$ cat config.mk
export PLATFORM = sky130hd
export DESIGN_NAME = jump_sequencer
export DESIGN_NICKNAME = d
export VERILOG_FILES = /design/src/rtl/jump_sequencer.sv
export SDC_FILE = /design/constraint.sdc
export NUM_CORES = 1
export LEC_CHECK = 0
export CAP_MARGIN = 10
export CORE_MARGIN = 4
export CORE_UTILIZATION = 42
export DETAILED_ROUTE_END_ITERATION = 10
export GPL_TIMING_DRIVEN = 0
export PLACE_DENSITY = 0.63
export SLEW_MARGIN = 10
export SYNTH_ARGS = -nofsm -noshare
export SYNTH_HDL_FRONTEND = slang
export SYNTH_SLANG_ARGS = --single-unit
$ cat constraint.sdc
create_clock -name Clk -period 5.32 [get_ports Clk]
set_input_delay 0.532 -clock Clk [delete_from_list [all_inputs] [get_ports Clk]]
set_output_delay 0.532 -clock Clk [all_outputs]
set_load 0.03 [all_outputs]
$ cat src/rtl/jump_sequencer.sv
// jump_sequencer: steps the player's vertical jump velocity profile once per frame tick.
// Define JUMP_SEQ_BUFFER_EN to remember a mid-jump key press and relaunch on landing.
module jump_sequencer #(
    parameter logic [7:0]  JUMP_KEY      = 8'h1A,
    parameter int unsigned HOLD_FRAMES   = 2,
    parameter int unsigned BUFFER_FRAMES = 4
) (
    input  logic       Clk,
    input  logic       Reset_n,
    input  logic       frame_tick,
    input  logic [7:0] keycode,
    input  logic       gameplay,
    input  logic       pause,
    input  logic       internal_reset,
    output logic [7:0] jump_motion,
    output logic       airborne,
    output logic       jump_start,
    output logic       landed
);
    localparam int unsigned STEP_W   = 3;
    localparam int unsigned HOLD_W   = 4;
    localparam int unsigned BUF_W    = 4;
    localparam int unsigned MOTION_W = 8;

    localparam logic [STEP_W-1:0] PEAK_STEP = STEP_W'(3);
    localparam logic [STEP_W-1:0] LAST_STEP = STEP_W'(6);
    localparam logic [HOLD_W-1:0] HOLD_LAST = HOLD_W'(HOLD_FRAMES - 1);

    generate
        if (HOLD_FRAMES == 0 || HOLD_FRAMES > 15) begin : g_bad_hold
            $error("HOLD_FRAMES must be in 1..15");
        end
        if (BUFFER_FRAMES == 0 || BUFFER_FRAMES > 15) begin : g_bad_buffer
            $error("BUFFER_FRAMES must be in 1..15");
        end
    endgenerate

    typedef enum logic [2:0] {IDLE, RISE, PEAK, FALL, LAND} state_t;

    state_t              state_q, state_d;
    logic [STEP_W-1:0]   step_q, step_d;
    logic [HOLD_W-1:0]   hold_q, hold_d;
    logic                req_q, req_d;
    logic                key_prev_q;
    logic                key_hit;
    logic                key_edge;
    logic                clear;
    logic [MOTION_W-1:0] motion_d;
    logic                airborne_d;
    logic                start_d;
    logic                landed_d;
`ifdef JUMP_SEQ_BUFFER_EN
    logic [BUF_W-1:0]    buf_q, buf_d;
`endif

    // Signed per-frame displacement for each profile step; negative is up.
    function automatic logic [MOTION_W-1:0] profile(input logic [STEP_W-1:0] step);
        case (step)
            3'd0:    profile = MOTION_W'(-10);
            3'd1:    profile = MOTION_W'(-6);
            3'd2:    profile = MOTION_W'(-3);
            3'd4:    profile = MOTION_W'(3);
            3'd5:    profile = MOTION_W'(6);
            3'd6:    profile = MOTION_W'(10);
            default: profile = '0;
        endcase
    endfunction

    function automatic state_t step_state(input logic [STEP_W-1:0] step);
        if (step < PEAK_STEP)       step_state = RISE;
        else if (step == PEAK_STEP) step_state = PEAK;
        else                        step_state = FALL;
    endfunction

    // Next-state and registered-output values.
    always_comb begin
        state_d  = state_q;
        step_d   = step_q;
        hold_d   = hold_q;
        req_d    = req_q;
        start_d  = 1'b0;
        landed_d = 1'b0;
`ifdef JUMP_SEQ_BUFFER_EN
        buf_d    = buf_q;
`endif
        key_hit  = (keycode == JUMP_KEY);
        key_edge = key_hit && !key_prev_q;
        clear    = internal_reset || (!pause && !gameplay);

        if (clear) begin
            state_d = IDLE;
            step_d  = '0;
            hold_d  = '0;
            req_d   = 1'b0;
`ifdef JUMP_SEQ_BUFFER_EN
            buf_d   = '0;
`endif
        end else if (pause) begin
            req_d = 1'b0;
        end else begin
`ifdef JUMP_SEQ_BUFFER_EN
            if (key_edge && state_q != IDLE) begin
                buf_d = BUF_W'(BUFFER_FRAMES);
            end else if (frame_tick && state_q != LAND && buf_q != '0) begin
                buf_d = buf_q - BUF_W'(1);
            end
`endif
            case (state_q)
                IDLE: begin
                    if (frame_tick && (req_q || key_edge)) begin
                        state_d = RISE;
                        step_d  = '0;
                        hold_d  = '0;
                        req_d   = 1'b0;
                        start_d = 1'b1;
                    end else if (key_edge) begin
                        req_d = 1'b1;
                    end
                end
                RISE, PEAK, FALL: begin
                    if (frame_tick) begin
                        if (hold_q == HOLD_LAST) begin
                            hold_d = '0;
                            if (step_q == LAST_STEP) begin
                                state_d  = LAND;
                                landed_d = 1'b1;
                            end else begin
                                step_d  = step_q + STEP_W'(1);
                                state_d = step_state(step_d);
                            end
                        end else begin
                            hold_d = hold_q + HOLD_W'(1);
                        end
                    end
                end
                LAND: begin
                    if (frame_tick) begin
                        state_d = IDLE;
                        step_d  = '0;
                        hold_d  = '0;
`ifdef JUMP_SEQ_BUFFER_EN
                        // A press on this very tick counts as buffered too.
                        if (buf_q != '0 || key_edge) begin
                            state_d = RISE;
                            start_d = 1'b1;
                            buf_d   = '0;
                        end
`endif
                    end
                end
                default: begin
                    state_d = IDLE;
                    step_d  = '0;
                    hold_d  = '0;
                end
            endcase
        end

        airborne_d = (state_d == RISE) || (state_d == PEAK) || (state_d == FALL);
        motion_d   = airborne_d ? profile(step_d) : '0;
    end

    always_ff @(posedge Clk or negedge Reset_n) begin
        if (!Reset_n) begin
            state_q     <= IDLE;
            step_q      <= '0;
            hold_q      <= '0;
            req_q       <= 1'b0;
            key_prev_q  <= 1'b0;
            jump_motion <= '0;
            airborne    <= 1'b0;
            jump_start  <= 1'b0;
            landed      <= 1'b0;
`ifdef JUMP_SEQ_BUFFER_EN
            buf_q       <= '0;
`endif
        end else begin
            state_q     <= state_d;
            step_q      <= step_d;
            hold_q      <= hold_d;
            req_q       <= req_d;
            key_prev_q  <= key_hit;
            jump_motion <= motion_d;
            airborne    <= airborne_d;
            jump_start  <= start_d;
            landed      <= landed_d;
`ifdef JUMP_SEQ_BUFFER_EN
            buf_q       <= buf_d;
`endif
        end
    end

endmodule

Yosys cells after proc, flatten, opt, wreduce, memory -nomap -nowiden --
Cells that the tools add are included.
Word-level totals: flip-flop bits (word level) 23, bits of input ports 14, output and inout bits 11, word-level logic and storage cells 91
Cells by class: add/sub/neg operators 2, magnitude comparators 1, equal/unequal tests 20, mux-type cells 42, reductions and logical operators 17
Operators by type and width (count):
- one-hot mux 8 bit (6 select lines) | 1
- two-way mux 3 bit | 14
- two-way mux 4 bit | 6
- == test 3 x 2 -> 1 bit, second input constant | 6
- one-hot mux 3 bit (3 select lines) | 2
- two-way mux 1 bit | 16
- == test 3 bit, second input constant | 5
- one-hot mux 4 bit (3 select lines) | 1
- == test 3 x 1 -> 1 bit, second input constant | 3
- inequality test 3 bit, second input constant | 3
- == test 8 x 5 -> 1 bit, second input constant | 1
- two-way mux 8 bit | 1
- logical NOT 3 bit | 2
- adder 4 x 1 -> 4 bit, second input constant | 1
- == test 4 x 1 -> 1 bit, second input constant | 1
- logical OR 1 bit | 4
- AND reduction 4 bit | 1
- nonzero test 4 bit | 1
- adder 3 x 1 -> 3 bit, second input constant | 1
- logical AND 1 bit | 3
- logical NOT 1 bit | 3
- less-than comparator 3 x 2 -> 1 bit, second input constant | 1
- nonzero test 3 bit | 1
- OR reduction 3 bit | 1
- other kinds (3) | 3

Logic depth before layout (Yosys ltp) --
depth in word-level cells 14, depth in mapped cells 8, gate-level depth less buffers 8

Worst setup path after synthesis --
OpenSTA, ideal clock, no wires.
kind input -> register, start input keycode[5], end register jump_motion[2], setup time 0.069 ns, arrival 1.897 ns, data required time 5.251 ns, slack 3.354 ns, stages on the path 6, path buffers 0, cells stage by stage nor4b_4 > a31oi_4 > o311a_2 > nand2b_4 > mux2_4 > nor2_2
Between the ends: elaborated cells on any way between the ends 25, those cells by class eq/ne: 9; mux: 10; reduce/logical: 6
RTL lines:
- start: declaration | line 11 | input logic [7:0] keycode,
- == test 8 x 5 -> 1 bit * | line 86 | key_hit = (keycode == JUMP_KEY);
- logical AND 1 bit * | line 87 | key_edge = key_hit && !key_prev_q;
- logical OR 1 bit * | line 110 | if (frame_tick && (req_q || key_edge)) begin
- logical AND 1 bit * | line 110
- two-way mux 3 bit * | line 110
- one-hot mux 3 bit (3 select lines) * | line 108 | case (state_q)
- two-way mux 3 bit * | line 98 | end else if (pause) begin
- two-way mux 3 bit * | line 90 | if (clear) begin
- via step_d[0] | line 41 | logic [STEP_W-1:0] step_q, step_d;
- == test 3 bit (tied with other cells) | line 58 | case (step)
- one-hot mux 8 bit (6 select lines) * | line 58
- two-way mux 8 bit * | line 160 | motion_d = airborne_d ? profile(step_d) : '0;
- via motion_d[2] | line 48 | logic [MOTION_W-1:0] motion_d;
- end signal: assignment | line 183 | jump_motion <= motion_d;
- end: declaration | line 15 | output logic [7:0] jump_motion,
Mark *: on every way through the listed nets, which the timed path passes. The rest lies on a longest branch. A chain may end at the register's enable or synchronous reset.

Final worst setup path --
Ends and elaborated chain as after synthesis.

==> metrics.txt <==
status finished clean; crit start category input pin; CP max FO 5; Largest stage delay, worst path 0.44 ns; starting density of the core 0.447; post-CTS setup buffer count 0; Crit-path slowest cell clkdlybuf4s50_1; Setup TNS 0 ns; final setup margin 3.11 ns; die height 62.9 um; Yosys reg bits 20; worst-case headroom to the max-slew limit 0.405; CTS Sinks 20; top cell type by total area after synthesis dfrtp_1; crit path buf inv count 1; Reg clk slew, reported paths 0.13 ns; Rows 19; via count 1001; Warnings, synthesis 0; root buf cell clkbuf_4; DRC viols 0; Initial DRC Count 52; n_diodes 0; Synth Cell Area 1260 um2; Max Fclk 0.453 GHz; final instance area 1570 um2; Antenna Violating Nets Remaining 0; number of port buffers 23; Vias/cell 5.69; Yosys top cell area share 0.396; post-CTS sizing 0; final max-slew violation count 0; Clock Path Buffers 2; max cap viols 0; Fin. Hold Viols 0; Die X 62.9 um; TritonCTS buffer count 3; Worst-Margin Slew 0.890 ns; router iterations before antenna repair 4; total gr overflow 0; H-tree depth 1; worst hold slack 0.542 ns; Synth area leaders dfrtp_1 (40%), ha_1 (4.0%), a21oi_4 (2.6%); fin crit share 0.415; Final Skew 0.0130 ns; Worst EP arrival 2.46 ns; syn nets 136; pwr dens 173 nW/um2; drt total wl 2.72 mm; Hold Path Class flop to flop; nets 164; die area 3950 um2; largest net degree at the start of global routing 21; share of cells above drive strength 1 0.221; final core utilization 0.555; leakage dissipation 0.635 nW; critical path type input pin to flop; RSZ-0062 raised after global routing no; crit-path cells clkdlybuf4s50_1 > nor4b_4 > a31oi_4 > o311a_2 > nand2b_4 > mux2_4 > nor2_2; gr usage total 0.157; Post-synth EDFFs 0; Worst-Skew Late Latency 0.32 ns; post-DP HPWL 2.04 mm; post-route minimum period 2.21 ns; predominant post-synthesis flop cell dfrtp_1; number of antenna violations at the first check in global routing 0; Place WS 2.77 ns; final setup vio count 0; IO Count 25; critical path's top delay family simple AND/OR/NAND/NOR gates; register area share after synthesis 0.396; Final GP Congestion 0.825; CP Data Required Time 5.57 ns; cells after synthesis 118; Max IR drop VDD 0.109 mV; vias in the first global route 1015; placed inst area 1530 um2; top cells by count, synth dfrtp_1 (20), nor2_1 (7); first-pass GRT wire length 4.95 mm; CTS tree built; FFs w/ async S/R, synth 1.00; Avg Cell Area, Syn 10.7 um2; core footprint 2830 um2; critical path endpoint category flop; synth unique cells 50; # hold bufs at CTS 0; Routed wire per std cell 15.5 um; Layout fillers 262; most frequent cell after synthesis dfrtp_1; Layout Area Growth over Synthesis 24.1%
==> stage by stage <==
step                      std cells  power (W)
after floorplan                 118   0.000164
after global placement          172   0.000180
after detailed placement        172   0.000180
after CTS                       176   0.000273
after global routing            176   0.000284
final                           176   0.000271
==> area by class of cell <==
type / instances / area [um2] / area share
buffer: 5 / 45.0 / 0.0287
sequential: 20 / 500 / 0.319
clock buffer: 4 / 36.3 / 0.0231
tap: 31 / 38.8 / 0.0247
multi-input combinational: 86 / 693 / 0.441
inverter: 7 / 26.3 / 0.0167
timing repair buffer: 23 / 230 / 0.147
==> worst paths after layout <==
kind / cells past startpoint / start / end / slack, ns
min: 1 / hold_q[3] / hold_q[3] / 0.54
max reg2reg: 7 / hold_q[0] / jump_motion[6] / 3.21
max in group asynchronous: 1 / Reset_n / jump_motion[1] / 4.06
max: 7 / keycode[5] / jump_motion[2] / 3.11
min reg2reg: 1 / hold_q[3] / hold_q[3] / 0.54
min in group asynchronous: 1 / Reset_n / key_prev_q / 0.69
==> placed cells by master (no fill, tap or decap), drive strengths merged, types with 3 or more instances in the layout <==
cell,synthesis,layout
clkdlybuf4s50,0,23
dfrtp,20,20
o21ai,10,10
a21oi,9,9
nor2,8,8
inv,7,7
nand3,6,6
buf,5,5
nand2,4,4
ha,4,4
clkbuf,0,4
a31o,4,4
or2,3,3
nor3,3,3
a31oi,3,3
nand2b,3,3
==> cells by family (layout without fill, tap and decap cells) <==
group	count (synthesis)	in the layout	share of synthesized area
muxes	1	1	0.0119
xor gates and xnor gates	2	2	0.0139
buffers and inverters	12	39	0.0564
and+or+nand+nor	39	39	0.214
AOI/OAI and AO/OA	40	40	0.269
adders and majority gates	4	4	0.0396
DFF	20	20	0.396
==> sequential cells by signal, indices dropped and copies added (netlist names) <==
| name | count |
|---|---|
| jump_motion | 5 |
| req_q | 1 |
| state_q | 3 |
| landed | 1 |
| jump_start | 1 |
| key_prev_q | 1 |
| airborne | 1 |
| step_q | 3 |
| hold_q | 4 |
==> metal layers <==
metal	track usage	vias to the layer above	part of all wire
met1	0.212	473	0.45
met2	0.240	28	0.49
met4	0.0634	0	0.015
met5	0	-	0
li1	-	495	-
met3	0.0378	5	0.053
==> report_power, final <==
part	total (W)	internal (W)	switching [W]
registers	0.000152	0.000152	0.0000000185
clock network	0.0000944	0.0000418	0.0000526
logic	0.0000247	0.0000113	0.0000134
total	0.000271	0.000205	0.0000660
Power figures use the tool's default switching activity.
